### src/rtl/uart_led_pkg.sv
// Shared definitions for the UART LED controller.
// Contents: command byte constants, run-state enum, UART RX/TX FSM state
// enums, and helpers for bit timing and counter widths.
package uart_led_pkg;

  localparam logic [7:0] CMD_START = 8'h53;  // 'S'
  localparam logic [7:0] CMD_STOP  = 8'h50;  // 'P'
  localparam logic [7:0] CMD_CLEAR = 8'h52;  // 'R'
  localparam logic [7:0] CMD_MODE  = 8'h4D;  // 'M'

  typedef enum logic {IDLE, RUN} run_state_t;

  typedef enum logic [1:0] {RX_IDLE, RX_START, RX_DATA, RX_STOP} rx_state_t;
  typedef enum logic [1:0] {TX_IDLE, TX_START, TX_DATA, TX_STOP} tx_state_t;

  function automatic int clks_per_bit(input int clk_hz, input int baud);
    return clk_hz / baud;
  endfunction

  // Width able to hold 0..n-1, never below one bit.
  function automatic int cnt_w(input int n);
    return (n <= 2) ? 1 : $clog2(n);
  endfunction

endpackage

### src/rtl/button_debounce.sv
// Button conditioner: 2-flop synchroniser, stability counter and press pulse.
// Ports:
//   clk, reset : system clock, synchronous active-high reset
//   din        : raw asynchronous button level (active-high)
//   press      : one-cycle pulse on the debounced 0->1 edge
module button_debounce
  import uart_led_pkg::*;
#(
  parameter int DEBOUNCE_CYCLES = 1_000_000
) (
  input  logic clk,
  input  logic reset,
  input  logic din,
  output logic press
);

  localparam int            CW      = cnt_w(DEBOUNCE_CYCLES);
  localparam logic [CW-1:0] CNT_MAX = CW'(DEBOUNCE_CYCLES - 1);

  logic          s1, s2, lvl, db, db_q;
  logic [CW-1:0] cnt;

  always_ff @(posedge clk) begin
    if (reset) begin
      s1   <= 1'b0;
      s2   <= 1'b0;
      lvl  <= 1'b0;
      db   <= 1'b0;
      db_q <= 1'b0;
      cnt  <= '0;
    end else begin
      s1   <= din;
      s2   <= s1;
      lvl  <= s2;
      db_q <= db;
      // any change of the synchronised level restarts the stability window
      if (s2 != lvl)         cnt <= '0;
      else if (cnt != CNT_MAX) cnt <= cnt + 1'b1;
      else                   db  <= lvl;
    end
  end

  assign press = db & ~db_q;

endmodule

### src/rtl/uart_led_ctrl.sv
// UART/button controlled LED pattern counter.
// A pattern register steps every STEP_CYCLES while running; start/stop/clear
// come from debounced buttons or single-byte UART commands ('S','P','R'),
// and every state change or clear is reported back over UART.
// Optional build macro LED_ROTATE_EN: adds a one-hot rotate mode toggled by 'M'.
// Ports:
//   clk, reset   : system clock, synchronous active-high reset
//   rx / tx      : UART 8N1 receive (async) / transmit (idle high)
//   button_start : start button, button_stop : stop button (async, active-high)
//   led_reset    : clear button (async, active-high)
//   led          : current pattern
//   running      : high while in RUN
module uart_led_ctrl
  import uart_led_pkg::*;
#(
  parameter int CLK_FREQ_HZ     = 100_000_000,
  parameter int BAUD            = 115200,
  parameter int NUM_LEDS        = 4,
  parameter int DEBOUNCE_CYCLES = 1_000_000,
  parameter int STEP_CYCLES     = 50_000_000
) (
  input  logic                clk,
  input  logic                reset,
  input  logic                rx,
  output logic                tx,
  input  logic                button_start,
  input  logic                button_stop,
  input  logic                led_reset,
  output logic [NUM_LEDS-1:0] led,
  output logic                running
);

  localparam int            CPB       = clks_per_bit(CLK_FREQ_HZ, BAUD);
  localparam int            BW        = cnt_w(CPB);
  localparam logic [BW-1:0] BIT_LAST  = BW'(CPB - 1);
  localparam logic [BW-1:0] BIT_HALF  = BW'(CPB / 2);
  localparam int            SW        = cnt_w(STEP_CYCLES);
  localparam logic [SW-1:0] STEP_LAST = SW'(STEP_CYCLES - 1);

  // ---------------- buttons: [0]=start [1]=stop [2]=clear
  logic [2:0] btn_raw, btn_press;
  assign btn_raw = {led_reset, button_stop, button_start};

  for (genvar i = 0; i < 3; i++) begin : g_db
    button_debounce #(.DEBOUNCE_CYCLES(DEBOUNCE_CYCLES)) u_db (
      .clk  (clk),
      .reset(reset),
      .din  (btn_raw[i]),
      .press(btn_press[i])
    );
  end

  // ---------------- UART receive
  logic          rx_s1, rx_s, rx_prev;
  rx_state_t     rx_state, rx_state_n;
  logic [BW-1:0] rx_cnt, rx_cnt_n;
  logic [2:0]    rx_bit, rx_bit_n;
  logic [7:0]    rx_shift, rx_shift_n;
  logic          rx_valid, rx_valid_n;

  always_ff @(posedge clk) begin
    if (reset) begin
      rx_s1    <= 1'b1;
      rx_s     <= 1'b1;
      rx_prev  <= 1'b1;
      rx_state <= RX_IDLE;
      rx_cnt   <= '0;
      rx_bit   <= '0;
      rx_shift <= '0;
      rx_valid <= 1'b0;
    end else begin
      rx_s1    <= rx;
      rx_s     <= rx_s1;
      rx_prev  <= rx_s;
      rx_state <= rx_state_n;
      rx_cnt   <= rx_cnt_n;
      rx_bit   <= rx_bit_n;
      rx_shift <= rx_shift_n;
      rx_valid <= rx_valid_n;
    end
  end

  always_comb begin
    rx_state_n = rx_state;
    rx_cnt_n   = rx_cnt;
    rx_bit_n   = rx_bit;
    rx_shift_n = rx_shift;
    rx_valid_n = 1'b0;
    case (rx_state)
      RX_IDLE:
        if (rx_prev && !rx_s) begin
          rx_state_n = RX_START;
          rx_cnt_n   = '0;
        end
      RX_START:
        if (rx_cnt == BIT_HALF) begin
          // line back high at mid start bit: glitch, drop it
          rx_cnt_n   = '0;
          rx_bit_n   = '0;
          rx_state_n = rx_s ? RX_IDLE : RX_DATA;
        end else rx_cnt_n = rx_cnt + 1'b1;
      RX_DATA:
        if (rx_cnt == BIT_LAST) begin
          rx_cnt_n   = '0;
          rx_shift_n = {rx_s, rx_shift[7:1]};
          rx_bit_n   = rx_bit + 1'b1;
          if (rx_bit == 3'd7) rx_state_n = RX_STOP;
        end else rx_cnt_n = rx_cnt + 1'b1;
      RX_STOP:
        if (rx_cnt == BIT_LAST) begin
          rx_cnt_n   = '0;
          rx_state_n = RX_IDLE;
          rx_valid_n = rx_s;  // low stop bit = framing error, byte dropped
        end else rx_cnt_n = rx_cnt + 1'b1;
      default: rx_state_n = RX_IDLE;
    endcase
  end

  // ---------------- command decode (rx_shift is stable while rx_valid is high)
  logic start_ev, stop_ev, clear_ev;
  assign start_ev = btn_press[0] | (rx_valid && rx_shift == CMD_START);
  assign stop_ev  = btn_press[1] | (rx_valid && rx_shift == CMD_STOP);
  assign clear_ev = btn_press[2] | (rx_valid && rx_shift == CMD_CLEAR);
`ifdef LED_ROTATE_EN
  logic mode_ev, mode;
  assign mode_ev = rx_valid && rx_shift == CMD_MODE;
`endif

  // ---------------- run FSM
  run_state_t run_state, run_state_n;
  logic       enter_run, enter_idle;

  always_ff @(posedge clk) begin
    if (reset) run_state <= IDLE;
    else       run_state <= run_state_n;
  end

  always_comb begin
    run_state_n = run_state;
    enter_run   = 1'b0;
    enter_idle  = 1'b0;
    // stop takes precedence: a simultaneous start is discarded
    if (stop_ev) begin
      if (run_state == RUN) begin
        run_state_n = IDLE;
        enter_idle  = 1'b1;
      end
    end else if (start_ev && run_state == IDLE) begin
      run_state_n = RUN;
      enter_run   = 1'b1;
    end
  end

  assign running = (run_state == RUN);

  // ---------------- pattern stepping
  logic [SW-1:0]       step_cnt;
  logic [NUM_LEDS-1:0] pattern, next_pattern, clear_val;

`ifdef LED_ROTATE_EN
  assign next_pattern = mode ? ((pattern << 1) | (pattern >> (NUM_LEDS - 1)))
                             : pattern + 1'b1;
  assign clear_val    = mode ? NUM_LEDS'(1) : '0;
`else
  assign next_pattern = pattern + 1'b1;
  assign clear_val    = '0;
`endif

  always_ff @(posedge clk) begin
    if (reset) begin
      pattern  <= '0;
      step_cnt <= '0;
`ifdef LED_ROTATE_EN
      mode     <= 1'b0;
`endif
    end else begin
`ifdef LED_ROTATE_EN
      if (mode_ev) begin
        mode     <= ~mode;
        pattern  <= mode ? '0 : NUM_LEDS'(1);  // seed for the new mode
        step_cnt <= '0;
      end else
`endif
      if (clear_ev) begin
        pattern  <= clear_val;
        step_cnt <= '0;
      end else if (run_state != RUN) begin
        step_cnt <= '0;
      end else if (step_cnt == STEP_LAST) begin
        step_cnt <= '0;
        pattern  <= next_pattern;
      end else begin
        step_cnt <= step_cnt + 1'b1;
      end
    end
  end

  assign led = pattern;

  // ---------------- event reporting: one pending slot, newest event wins
  logic       ev_vld, pend_vld, tx_load;
  logic [7:0] ev_byte, pend_byte;

  always_comb begin
    ev_vld  = 1'b0;
    ev_byte = CMD_START;
    if (enter_run)  begin ev_vld = 1'b1; ev_byte = CMD_START; end
    if (enter_idle) begin ev_vld = 1'b1; ev_byte = CMD_STOP;  end
    if (clear_ev)   begin ev_vld = 1'b1; ev_byte = CMD_CLEAR; end
`ifdef LED_ROTATE_EN
    if (mode_ev)    begin ev_vld = 1'b1; ev_byte = CMD_MODE;  end
`endif
  end

  always_ff @(posedge clk) begin
    if (reset) begin
      pend_vld  <= 1'b0;
      pend_byte <= '0;
    end else if (ev_vld) begin
      pend_vld  <= 1'b1;
      pend_byte <= ev_byte;
    end else if (tx_load) begin
      pend_vld  <= 1'b0;
    end
  end

  // ---------------- UART transmit
  tx_state_t     tx_state, tx_state_n;
  logic [BW-1:0] tx_cnt, tx_cnt_n;
  logic [2:0]    tx_bit, tx_bit_n;
  logic [7:0]    tx_shift, tx_shift_n;
  logic          tx_n;

  always_ff @(posedge clk) begin
    if (reset) begin
      tx_state <= TX_IDLE;
      tx_cnt   <= '0;
      tx_bit   <= '0;
      tx_shift <= '0;
      tx       <= 1'b1;
    end else begin
      tx_state <= tx_state_n;
      tx_cnt   <= tx_cnt_n;
      tx_bit   <= tx_bit_n;
      tx_shift <= tx_shift_n;
      tx       <= tx_n;
    end
  end

  always_comb begin
    tx_state_n = tx_state;
    tx_cnt_n   = tx_cnt;
    tx_bit_n   = tx_bit;
    tx_shift_n = tx_shift;
    tx_n       = tx;
    tx_load    = 1'b0;
    case (tx_state)
      TX_IDLE: begin
        tx_n = 1'b1;
        if (pend_vld) begin
          tx_load    = 1'b1;
          tx_state_n = TX_START;
          tx_cnt_n   = '0;
          tx_shift_n = pend_byte;
          tx_n       = 1'b0;
        end
      end
      TX_START:
        if (tx_cnt == BIT_LAST) begin
          tx_cnt_n   = '0;
          tx_bit_n   = '0;
          tx_state_n = TX_DATA;
          tx_n       = tx_shift[0];
        end else tx_cnt_n = tx_cnt + 1'b1;
      TX_DATA:
        if (tx_cnt == BIT_LAST) begin
          tx_cnt_n = '0;
          if (tx_bit == 3'd7) begin
            tx_state_n = TX_STOP;
            tx_n       = 1'b1;
          end else begin
            tx_bit_n   = tx_bit + 1'b1;
            tx_shift_n = {1'b0, tx_shift[7:1]};
            tx_n       = tx_shift[1];
          end
        end else tx_cnt_n = tx_cnt + 1'b1;
      TX_STOP:
        if (tx_cnt == BIT_LAST) begin
          tx_cnt_n   = '0;
          tx_state_n = TX_IDLE;
        end else tx_cnt_n = tx_cnt + 1'b1;
      default: tx_state_n = TX_IDLE;
    endcase
  end

endmodule
### config.mk
export PLATFORM = sky130hd
export DESIGN_NAME = uart_led_ctrl
export DESIGN_NICKNAME = d
export VERILOG_FILES = /design/src/rtl/uart_led_pkg.sv /design/src/rtl/button_debounce.sv /design/src/rtl/uart_led_ctrl.sv
export SDC_FILE = /design/constraint.sdc
export NUM_CORES = 1
export LEC_CHECK = 0
export ABC_AREA = 1
export BUFFER_PORTS_ARGS = -buffer_cell sky130_fd_sc_hd__buf_2
export CAP_MARGIN = 20
export CORE_ASPECT_RATIO = 1.5
export CORE_UTILIZATION = 55
export DETAILED_ROUTE_END_ITERATION = 7
export GPL_TIMING_DRIVEN = 0
export PLACE_DENSITY = 0.8
export SLEW_MARGIN = 20
export SYNTH_ARGS = -nofsm -noshare
export SYNTH_HDL_FRONTEND = slang
export SYNTH_HIERARCHICAL = 1
export SYNTH_SLANG_ARGS = --single-unit
### constraint.sdc
create_clock -name clk -period 2.3 [get_ports clk]
set_input_delay 0.115 -clock clk [delete_from_list [all_inputs] [get_ports clk]]
set_output_delay 0.115 -clock clk [all_outputs]
set_load 0.01 [all_outputs]
After elaboration in Yosys (flattened, before gate mapping)
Cells that the tools add are included.
{"block": "classes", "bitwise": 18, "add_sub_neg": 9, "eq_ne": 32, "n_mux": 49, "reduce_logical": 33}
{"operator": "adder 20 x 1 -> 20 bit, second input constant", "count": 3}
{"operator": "!= test 20 bit, second input constant", "count": 3}
{"operator": "two-way mux 10 bit", "count": 5}
{"operator": "two-way mux 8 bit", "count": 4}
{"operator": "one-hot mux 10 bit (3 select lines)", "count": 1}
{"operator": "adder 26 x 1 -> 26 bit, second input constant", "count": 1}
{"operator": "== test 26 bit, second input constant", "count": 1}
{"operator": "== test 8 x 7 -> 1 bit, second input constant", "count": 3}
{"operator": "two-way mux 2 bit", "count": 12}
{"operator": "!= test 2 bit, second input constant", "count": 11}
{"operator": "adder 10 x 1 -> 10 bit, second input constant", "count": 2}
{"operator": "== test 10 bit, second input constant", "count": 2}
{"operator": "one-hot mux 10 bit (2 select lines)", "count": 1}
{"operator": "one-hot mux 2 bit (4 select lines)", "count": 2}
{"operator": "one-hot mux 8 bit (2 select lines)", "count": 1}
{"operator": "two-way mux 1 bit", "count": 15}
{"operator": "two-way mux 3 bit", "count": 5}
{"operator": "NOT 1 bit", "count": 12}
{"operator": "one-hot mux 3 bit (2 select lines)", "count": 2}
{"operator": "OR reduction 2 bit", "count": 6}
{"operator": "== test 10 x 9 -> 1 bit, second input constant", "count": 1}
{"operator": "AND reduction 2 bit", "count": 5}
{"operator": "AND reduction 5 bit", "count": 2}
{"operator": "== test 2 bit, second input constant", "count": 4}
{"operator": "17 further kinds", "count": 37}
{"block": "totals", "output_inout_bits": 6, "word_cells": 177, "reg_bits": 166, "input_bits": 6}

Logic depth before layout (Yosys ltp)
Gate-level depths: netlist (run 1).
{"block": "depth", "depth_word": 10, "ltp_mapped": 11, "ltp_nobuf": 11}

Hierarchy
Netlist (run 1), hierarchy kept.
{"module": "uart_led_ctrl", "cells_per_inst": 608, "seq_area_each_um2": 1701.6, "area_per_inst_um2": 4455.5, "n_inst": 1}
{"module": "button_debounce", "cells_per_inst": 176, "seq_area_each_um2": 500.5, "area_per_inst_um2": 1261.2, "n_inst": 3}

Worst setup path before layout (run 1)
OpenSTA, ideal clock, no wires.
{"block": "synth_path", "kind": "register to register", "from": "register tx_state[0]", "to": "register tx_shift[5]", "required_time_ns": 2.181, "setup_ns": 0.119, "arrival_ns": 1.480, "path_slack_ns": 0.701, "stages_incl_launch_ff": 10, "period_less_slack_ns": 1.599, "path_cell_list": "dfxtp_1 -> inv_1 -> ha_1 -> buf_4 -> inv_1 -> or2_4 -> o21ai_4 -> nand3_4 -> o21ai_0 -> a21oi_1"}
{"block": "synth_via", "elab_chain_cells": 3, "word_cells_on_any_way": 8, "cone_classes": "eq/ne (4); mux (1); reduce/logical (3)"}
{"element": "from (decl)", "line": "uart_led_ctrl.sv:228", "text": "tx_state_t tx_state, tx_state_n;"}
{"element": "from (signal assigned)", "line": "uart_led_ctrl.sv:242", "text": "tx_state <= tx_state_n;"}
{"element": "== test 2 bit or zero test 2 bit (tied branches)", "line": "uart_led_ctrl.sv:257", "text": "case (tx_state)"}
{"element": "!= test 2 bit (no line) or nonzero test 2 bit (tied branches)"}
{"element": "AND reduction 4 bit (no line)"}
{"element": "to (signal assigned)", "line": "uart_led_ctrl.sv:245", "text": "tx_shift <= tx_shift_n;"}
{"element": "to (decl)", "line": "uart_led_ctrl.sv:231", "text": "logic [7:0] tx_shift, tx_shift_n;"}
Parallel ways exist; a longest one is shown, timed or not.
A chain may end at the register's enable or synchronous reset.

Final worst setup path (run 1)
{"block": "layout_path", "from": "register tx_state[0]", "to": "register tx_state[1]"}
{"block": "layout_via", "elab_chain_cells": 3, "word_cells_on_any_way": 11, "cone_classes": "eq/ne (8); mux (1); reduce/logical (2)"}
{"element": "== test 2 bit, or another cell as far along", "line": "uart_led_ctrl.sv:257"}
{"element": "!= test 2 bit (no line)"}
{"element": "AND reduction 5 bit (no line)"}
Parallel ways exist; a longest one is shown, timed or not.

==> flow_summary.ini, run 1 <==
[place]
port_buffers = 11
finalWeightedCongestion = 0.856
dp.cells = 1343
post_dp_cell_area_sq_um = 8540
detailed_place_hpwl_microns = 11600

[logic_synthesis]
yosys_warnings = 6
synth_xor_area_frac = 0.0383
synth_largest_type_area_fraction = 0.389
yosys.area_share.adder = 0.0273
post_synthesis_share_of_cell_area_spent_on_and_or_nand_and_nor_gates = 0.368
yosys-top-cells-area = sky130_fd_sc_hd__dfxtp_1 (39%), sky130_fd_sc_hd__nand2_1 (10%), sky130_fd_sc_hd__nor2_1 (7.5%), sky130_fd_sc_hd__inv_1 (6.1%), sky130_fd_sc_hd__a21oi_1 (5.6%)
gate_count_of_the_mapped_netlist = 1136
synth_top_family_by_area = simple AND/OR/NAND/NOR gates
synth_async_sr_flop_share = 0
yosysSeqAreaShare = 0.389
synth_area_leader_cell = sky130_fd_sc_hd__dfxtp_1
synth_area_per_cell_sq_um = 7.25
synth_seq_cells = 160
synth_cell_type_count = 48
synth_ff_type = sky130_fd_sc_hd__dfxtp_1
post_synth_mux_area_share = 0
synth_edf_count = 0
synth_compound_area_frac = 0.0995
synthesis.area_sq_um = 8240
mappedNetlistNets = 1160

[cells_and_area]
finalNonFillerCells = 1379
layout_commonest_cell = sky130_fd_sc_hd__nand2_1
diodes = 0
final_cell_area_sq_um = 9190
layout_cell_share_with_drive_strength_beyond_1 = 0.128
layout_common_cells = sky130_fd_sc_hd__nand2_1 (226), sky130_fd_sc_hd__nor2_1 (165), sky130_fd_sc_hd__dfxtp_1 (160), sky130_fd_sc_hd__inv_1 (134), sky130_fd_sc_hd__a21oi_1 (93)
syn_to_final_growth_pct = 11.5
nets = 1194

[sta]
final_period_minus_worst_setup_slack_ps = 1840
finalCritPeriodShare = 0.802
final.setup_skew_ps = 11.1
timing.final.hold_violations = 0
finalMaxSlewViolations = 0
setup_repair_after_global_routing_missed_its_margin = false
setup_total_negative_slack_ps = 0
setup-violations-final = 0
worst_pin_slew_ps = 591
final.hold.worst_slack_ps = 89.7
achievable-frequency_mhz = 542
max-slew-margin-rel = 0.606

[outcome]
outcome = complete, no violations

[clock_network]
tritoncts = done
clockBufferDepth = 2
ctsHoldBuffers = 4
postCtsSetupRepairBufs = 0
clk_root_buffer_cell = sky130_fd_sc_hd__clkbuf_16
cts.reportedPaths.clkPinSlew_ps = 60
htree_num_levels = 4
post_cts_resize_count = 0
clock_sink_count = 160
worstSkewPairLatency_ps = 420
numCtsBuffers = 17

[floorplanning]
floorplan.die.width_microns = 102
chipHeight_microns = 152
core_region_area_sq_um = 14600
start_util = 0.565
die_area_sq_um = 15500
core.rowCount = 54
floorplan.io_pins = 12

[worst_setup_path]
r2r_start = tx_state[0]$_SDFFE_PP0P_
required_ps = 2620
critPathMostFrequentCell = sky130_fd_sc_hd__inv_1
crit_end = tx_state[1]$_SDFFE_PP0P_
critical_path.startpoint = tx_state[0]$_SDFFE_PP0P_
worstReg2RegEnd = tx_state[1]$_SDFFE_PP0P_
path_class = reg -> reg
ff2ff_setup_slack_ps = 460
worstPathArrival_ps = 2160
cpPeakStageDelay_ps = 400
worst_path_maximum_fanout = 10
r2r.worst_path.cells = 11
cp-end-kind = flip-flop
cp_slowest_cell = sky130_fd_sc_hd__dfxtp_1
timing.critical_path.cells = inv_1 > ha_1 > inv_1 > nor2_2 > inv_1 > buf_2 > nand3_1 > nor2_2 > nand2_1 > nand2_1 > nor2_1
critPathLaunchType = flip-flop

[global_routing]
overall_global_routing_resource_usage = 0.221
grt_remaining_overflow = 0
grt_max_degree = 22
grt_antenna_before_repair = 0
number_of_global_route_vias_before_repair = 6767
grt_pass1_wl_microns = 27900

[power_and_ir_drop]
power.density_cell_area_nw_per_um2 = 648
p_leak_uw = 0.00353
ir_drop_mv = 0.515
report.power.total_uw = 5950

[route]
drt_iter0_drc = 262
routed_via_density = 5.16
wl_microns = 15900
drt_drc_violations_left = 0
first_pass_iters = 5
detailroute.via_count = 7119
routedWlPerCell_microns = 11.5
antenna_violating_nets_post_route = 0

[hold_path]
hold_class = in -> reg

[run]
drv.max_cap_violation_count = 0
-- stage by stage --
stage	setup WS, ps	util
6_report	456	0.630
5_1_grt	242	0.630
4_1_cts	440	0.630
3_5_place_dp	489	0.585
3_3_place_gp	503	0.585
2_1_floorplan	701	-
-- flip-flops by register name (all words and copies together) (netlist names), 4 cells and up, named ones only --
signal and count:
led 4, tx_shift 7, rx_cnt 10, step_cnt 26, tx_cnt 10, rx_shift 8
g_db.u_db/cnt 60
-- kinds of logic after synthesis --
group                      after synthesis
AOI/OAI and AO/OA                      149
and+or+nand+nor                        609
DFF                                    160
buffers and inverters                  164
xor gates and xnor gates                36
adders and majority gates               18
-- area by class of cell --
cell class / count / area (sq um)
timing repair buffer: 15 / 95.1
multi-input combinational: 812 / 4390
tap: 196 / 245
buffer: 13 / 75.1
clock inverter: 15 / 185
fill: 1284 / 5400
sequential: 160 / 3200
inverter: 151 / 569
clock buffer: 17 / 425
-- worst min path at each step --
stage / start / to / cells past startpoint
floorplan: reset / g_db[0].u_db/s1$_SDFF_PP0_ / 1
global route: reset / g_db[0].u_db/s1$_SDFF_PP0_ / 2
finish: reset / g_db[1].u_db/lvl$_SDFF_PP0_ / 2
detailed placement: rx / rx_s1$_SDFF_PP1_ / 2
CTS: reset / g_db[1].u_db/s2$_SDFF_PP0_ / 2
global placement: button_stop / g_db[1].u_db/s1$_SDFF_PP0_ / 3
-- metal layers --
metal	track usage	part of all wire	vias up
met5	0	0	-
li1	-	-	3717
met1	0.230	0.41	3255
met2	0.414	0.54	117
met3	0.0419	0.026	30
met4	0.105	0.024	0
-- synthesized netlist by cell type (4+ instances only) --
| master | n |
|---|---|
| sky130_fd_sc_hd__xnor2_1 | 14 |
| sky130_fd_sc_hd__nand4_1 | 19 |
| sky130_fd_sc_hd__dfxtp_1 | 160 |
| sky130_fd_sc_hd__o21ai_1 | 8 |
| sky130_fd_sc_hd__nand3_2 | 11 |
| sky130_fd_sc_hd__ha_1 | 18 |
| sky130_fd_sc_hd__a21oi_1 | 93 |
| sky130_fd_sc_hd__or2_0 | 4 |
| sky130_fd_sc_hd__nand3_4 | 5 |
| sky130_fd_sc_hd__nand2_4 | 4 |
| sky130_fd_sc_hd__inv_2 | 13 |
| sky130_fd_sc_hd__buf_2 | 6 |
| sky130_fd_sc_hd__clkbuf_1 | 4 |
| sky130_fd_sc_hd__nand3_1 | 74 |
| sky130_fd_sc_hd__nor2_2 | 18 |
| sky130_fd_sc_hd__nand2_1 | 226 |
| sky130_fd_sc_hd__nand2_2 | 10 |
| sky130_fd_sc_hd__nor3_2 | 8 |
| sky130_fd_sc_hd__nand3b_1 | 11 |
| sky130_fd_sc_hd__nor3_1 | 26 |
| sky130_fd_sc_hd__nor2_4 | 13 |
| sky130_fd_sc_hd__xor2_1 | 22 |
| sky130_fd_sc_hd__inv_1 | 134 |
| sky130_fd_sc_hd__o21ai_0 | 35 |
| sky130_fd_sc_hd__nor2_1 | 165 |
-- worst max-delay path, delay by kind of cell, from the launching register on --
family        cells  cell delay (ps)
buf+inv           4              580
simple gates      6              550
flops             1              400
fa+ha+maj         1              200
-- report_power, final --
group | leakage (uW) | switching [uW] | internal [uW]
registers | 0.00129 | 32.7 | 2800
clock network | 0.000282 | 1170 | 1720
logic | 0.00195 | 154 | 76.0
No activity file was read; power rests on OpenSTA's default activity.
==> inputs of run 2 (changes only) <==
--- a/config.mk
+++ b/config.mk
@@ -5,14 +5,14 @@
 export SDC_FILE = /design/constraint.sdc
 export NUM_CORES = 1
 export LEC_CHECK = 0
-export ABC_AREA = 1
+export ABC_AREA = 0
 export BUFFER_PORTS_ARGS = -buffer_cell sky130_fd_sc_hd__buf_2
 export CAP_MARGIN = 20
 export CORE_ASPECT_RATIO = 1.5
 export CORE_UTILIZATION = 55
 export DETAILED_ROUTE_END_ITERATION = 7
 export GPL_TIMING_DRIVEN = 0
-export PLACE_DENSITY = 0.8
+export PLACE_DENSITY = 0.83
 export SLEW_MARGIN = 20
 export SYNTH_ARGS = -nofsm -noshare
 export SYNTH_HDL_FRONTEND = slang
==> constraint.sdc (replaced) <==
create_clock -name clk -period 1.5 [get_ports clk]
set_input_delay 0.075 -clock clk [delete_from_list [all_inputs] [get_ports clk]]
set_output_delay 0.075 -clock clk [all_outputs]
set_load 0.01 [all_outputs]
==> run 2 against run 1 <==
Net effect: the run now ends with negative setup slack left; register-to-register slack worse by 730 ps; non-clock buffer count is 103 higher; sequential share of layout area fell by 3.0 points; maximum frequency is 3.8% higher.
==> flow_summary.ini, run 2 <==
[sta]
final.setup_skew_ps = 12.4
achievable-frequency_mhz = 563
finalCritPeriodShare = 1.18
max-slew-margin-rel = 0.587
setup_repair_after_global_routing_missed_its_margin = true
final.hold.worst_slack_ps = 92.2
timing.final.hold_violations = 0
setup-violations-final = 86
finalMaxSlewViolations = 0
worst_pin_slew_ps = 618
final_period_minus_worst_setup_slack_ps = 1780
fin_ws_ps = -275

[cells_and_area]
layout_common_cells = sky130_fd_sc_hd__dfxtp_1 (111), sky130_fd_sc_hd__nand2_1 (68), sky130_fd_sc_hd__buf_4 (64), sky130_fd_sc_hd__nor2_1 (59), sky130_fd_sc_hd__o21ai_0 (40)
largest_reg_flops = 60
layout_commonest_cell = sky130_fd_sc_hd__dfxtp_1
finalNonFillerCells = 1154
layout_cell_share_with_drive_strength_beyond_1 = 0.394
syn_to_final_growth_pct = 34.5
nets = 1003
registers.top_by_ff_count = g_db.u_db/cnt
diodes = 0
top_regs = g_db.u_db/cnt x60, step_cnt x26

[route]
drt_iter0_drc = 491
routed_via_density = 6.29
detailroute.via_count = 7261
first_pass_iters = 7
routedWlPerCell_microns = 18.9
wl_microns = 21800
antenna_violating_nets_post_route = 0
drt_drc_violations_left = 0

[power_and_ir_drop]
p_leak_uw = 0.00363
report.power.total_uw = 9700
power.density_cell_area_nw_per_um2 = 937
ir_drop_mv = 0.748

[worst_setup_path]
cp_top_family = compound AO/OA/AOI/OAI gates
worst_path_maximum_fanout = 5
critPathLaunchType = flip-flop
timing.critical_path.buf_inv = 2
timing.critical_path.cells = buf_6 > ha_4 > nand4bb_4 > o31ai_4 > a21oi_2 > buf_6 > a21o_1 > a22o_1
cp-end-kind = flip-flop
cp_slowest_cell = sky130_fd_sc_hd__dfxtp_4
worstPathArrival_ps = 2100
critPathMostFrequentCell = sky130_fd_sc_hd__buf_6
cpPeakStageDelay_ps = 380
required_ps = 1820
path_class = reg -> reg

[place]
detailed_place_hpwl_microns = 10500
pre_cts_slack_ps = -519
port_buffers = 11
dp.cells = 1035
finalWeightedCongestion = 0.805

[clock_network]
clk_root_buffer_cell = sky130_fd_sc_hd__clkbuf_16
worstSkewPairLatency_ps = 440
tritoncts = done
clock_sink_count = 160
htree_num_levels = 4
numCtsBuffers = 17
clockBufferDepth = 2
cts.reportedPaths.clkPinSlew_ps = 60

[run]
drv.max_cap_violation_count = 0

[logic_synthesis]
yosysMostFrequentCell = sky130_fd_sc_hd__dfxtp_1
mappedNetlistNets = 886
yosysSeqAreaShare = 0.416
synthesis.area_sq_um = 7690
yosys_warnings = 6
gate_count_of_the_mapped_netlist = 862
synth_area_leader_cell = sky130_fd_sc_hd__dfxtp_1
synth_largest_type_area_fraction = 0.416
synth_area_per_cell_sq_um = 8.93
synth_commonest_cells = sky130_fd_sc_hd__dfxtp_1 (160), sky130_fd_sc_hd__nor2_1 (81), sky130_fd_sc_hd__nand2_1 (75)
synth_ff_type = sky130_fd_sc_hd__dfxtp_1
synth_cell_type_count = 75
yosys-top-cells-area = sky130_fd_sc_hd__dfxtp_1 (42%), sky130_fd_sc_hd__xor2_1 (4.4%), sky130_fd_sc_hd__nor2_1 (4.0%), sky130_fd_sc_hd__nand2_1 (3.7%), sky130_fd_sc_hd__a21oi_1 (3.4%)
synth_async_sr_flop_share = 0
synth_seq_cells = 160
synth_edf_count = 0

[global_routing]
grt_antenna_before_repair = 0
grt_pass1_wl_microns = 31100
number_of_global_route_vias_before_repair = 6851
grt_remaining_overflow = 0
overall_global_routing_resource_usage = 0.263
grt_max_degree = 27

[floorplanning]
floorplan.die.width_microns = 98.6
start_util = 0.566
die_area_sq_um = 14500
chipHeight_microns = 147
core.rowCount = 52
core_region_area_sq_um = 13600
floorplan.io_pins = 12

[outcome]
outcome = finished with violations
violations = negative setup slack

[hold_path]
hold_class = in -> reg
-- run 2: cell types whose count changed after synthesis, moves of 13 or more --
cell,change
sky130_fd_sc_hd__nor2_1,-84
sky130_fd_sc_hd__nor2_2,-17
sky130_fd_sc_hd__nand2_1,-151
sky130_fd_sc_hd__inv_2,-13
sky130_fd_sc_hd__o31ai_1,+13
sky130_fd_sc_hd__inv_1,-111
sky130_fd_sc_hd__a21oi_1,-40
sky130_fd_sc_hd__xor2_1,+17
sky130_fd_sc_hd__and3_1,+15
sky130_fd_sc_hd__nand3_1,-41
sky130_fd_sc_hd__a31oi_1,+16
sky130_fd_sc_hd__or3_1,+21
sky130_fd_sc_hd__nor2b_1,+18
-- run 2: path summary, 6_finish.rpt --
kind,from,end,slack (ps),cells past startpoint
worst min register to register,rx_s1$_SDFF_PP1_,rx_s$_SDFF_PP1_,410,1
worst max register to register,rx_cnt[0]$_SDFFE_PP0P_,rx_cnt[6]$_SDFFE_PP0P_,-280,8
worst max-delay path,rx_cnt[0]$_SDFFE_PP0P_,rx_cnt[6]$_SDFFE_PP0P_,-280,8
worst min-delay path,reset,g_db[1].u_db/s1$_SDFF_PP0_,90,2
-- run 2: metal layers --
metal	vias up	GRT usage	wire length [microns]
met5	-	0	0
met3	114	0.0547	930
li1	3348	-	-
met2	266	0.466	11300
met1	3533	0.294	8450
met4	0	0.140	1120
-- run 2: cells by family after synthesis --
| family | count (synthesis) | share of synthesized area |
|---|---|---|
| compound gates | 173 | 0.148 |
| xor+xnor | 52 | 0.0592 |
| fa+ha+maj | 18 | 0.0293 |
| buf+inv | 58 | 0.0374 |
| flops | 160 | 0.416 |
| mux | 12 | 0.0156 |
| simple gates | 389 | 0.294 |
-- run 2: final cells by class --
type | count | area [sq um]
sequential | 160 | 3300
clock inverter | 12 | 135
multi-input combinational | 645 | 5050
clock buffer | 20 | 457
timing repair buffer | 103 | 850
fill | 782 | 3250
tap | 162 | 203
buffer | 28 | 255
inverter | 24 | 97.6
-- run 2: stage by stage --
stage          utilization  instance area [sq um]  setup TNS [ps]
2_1_floorplan            -                   7850           -2460
3_3_place_gp         0.596                   8110          -20660
3_5_place_dp         0.596                   8110          -22710
4_1_cts              0.701                   9530           -7120
5_1_grt              0.761                  10400          -18660
6_report             0.761                  10400          -13020
-- run 2: worst reg2reg max path, delay by kind of cell (launching register included) --
family                   cells  cell delay (ps)
flip-flops                   1              380
AND/OR/NAND/NOR              1              140
adder cells (fa/ha/maj)      1              170
AO/OA/AOI/OAI                4              720
buffers and inverters        2              260
-- run 2: power breakdown --
group / leakage, uW / total, uW / internal [uW] / switching, uW
logic: 0.00202 / 951 / 461 / 490
clock network: 0.000284 / 4370 / 2550 / 1820
registers: 0.00132 / 4380 / 4310 / 74.2
total: 0.00363 / 9700 / 7320 / 2390
-- run 2: what timing repair did --
| item | CTS | global route |
|---|---|---|
| pin swaps | 54 | 68 |
| endpoints found under the hold margin | 4 | 0 |
| hold buffers | 4 | 0 |
| setup buffers | 55 | 31 |
| gates cloned | 5 | 2 |
| gates resized for setup | 106 | 178 |
| setup endpoints to repair | 123 | 140 |
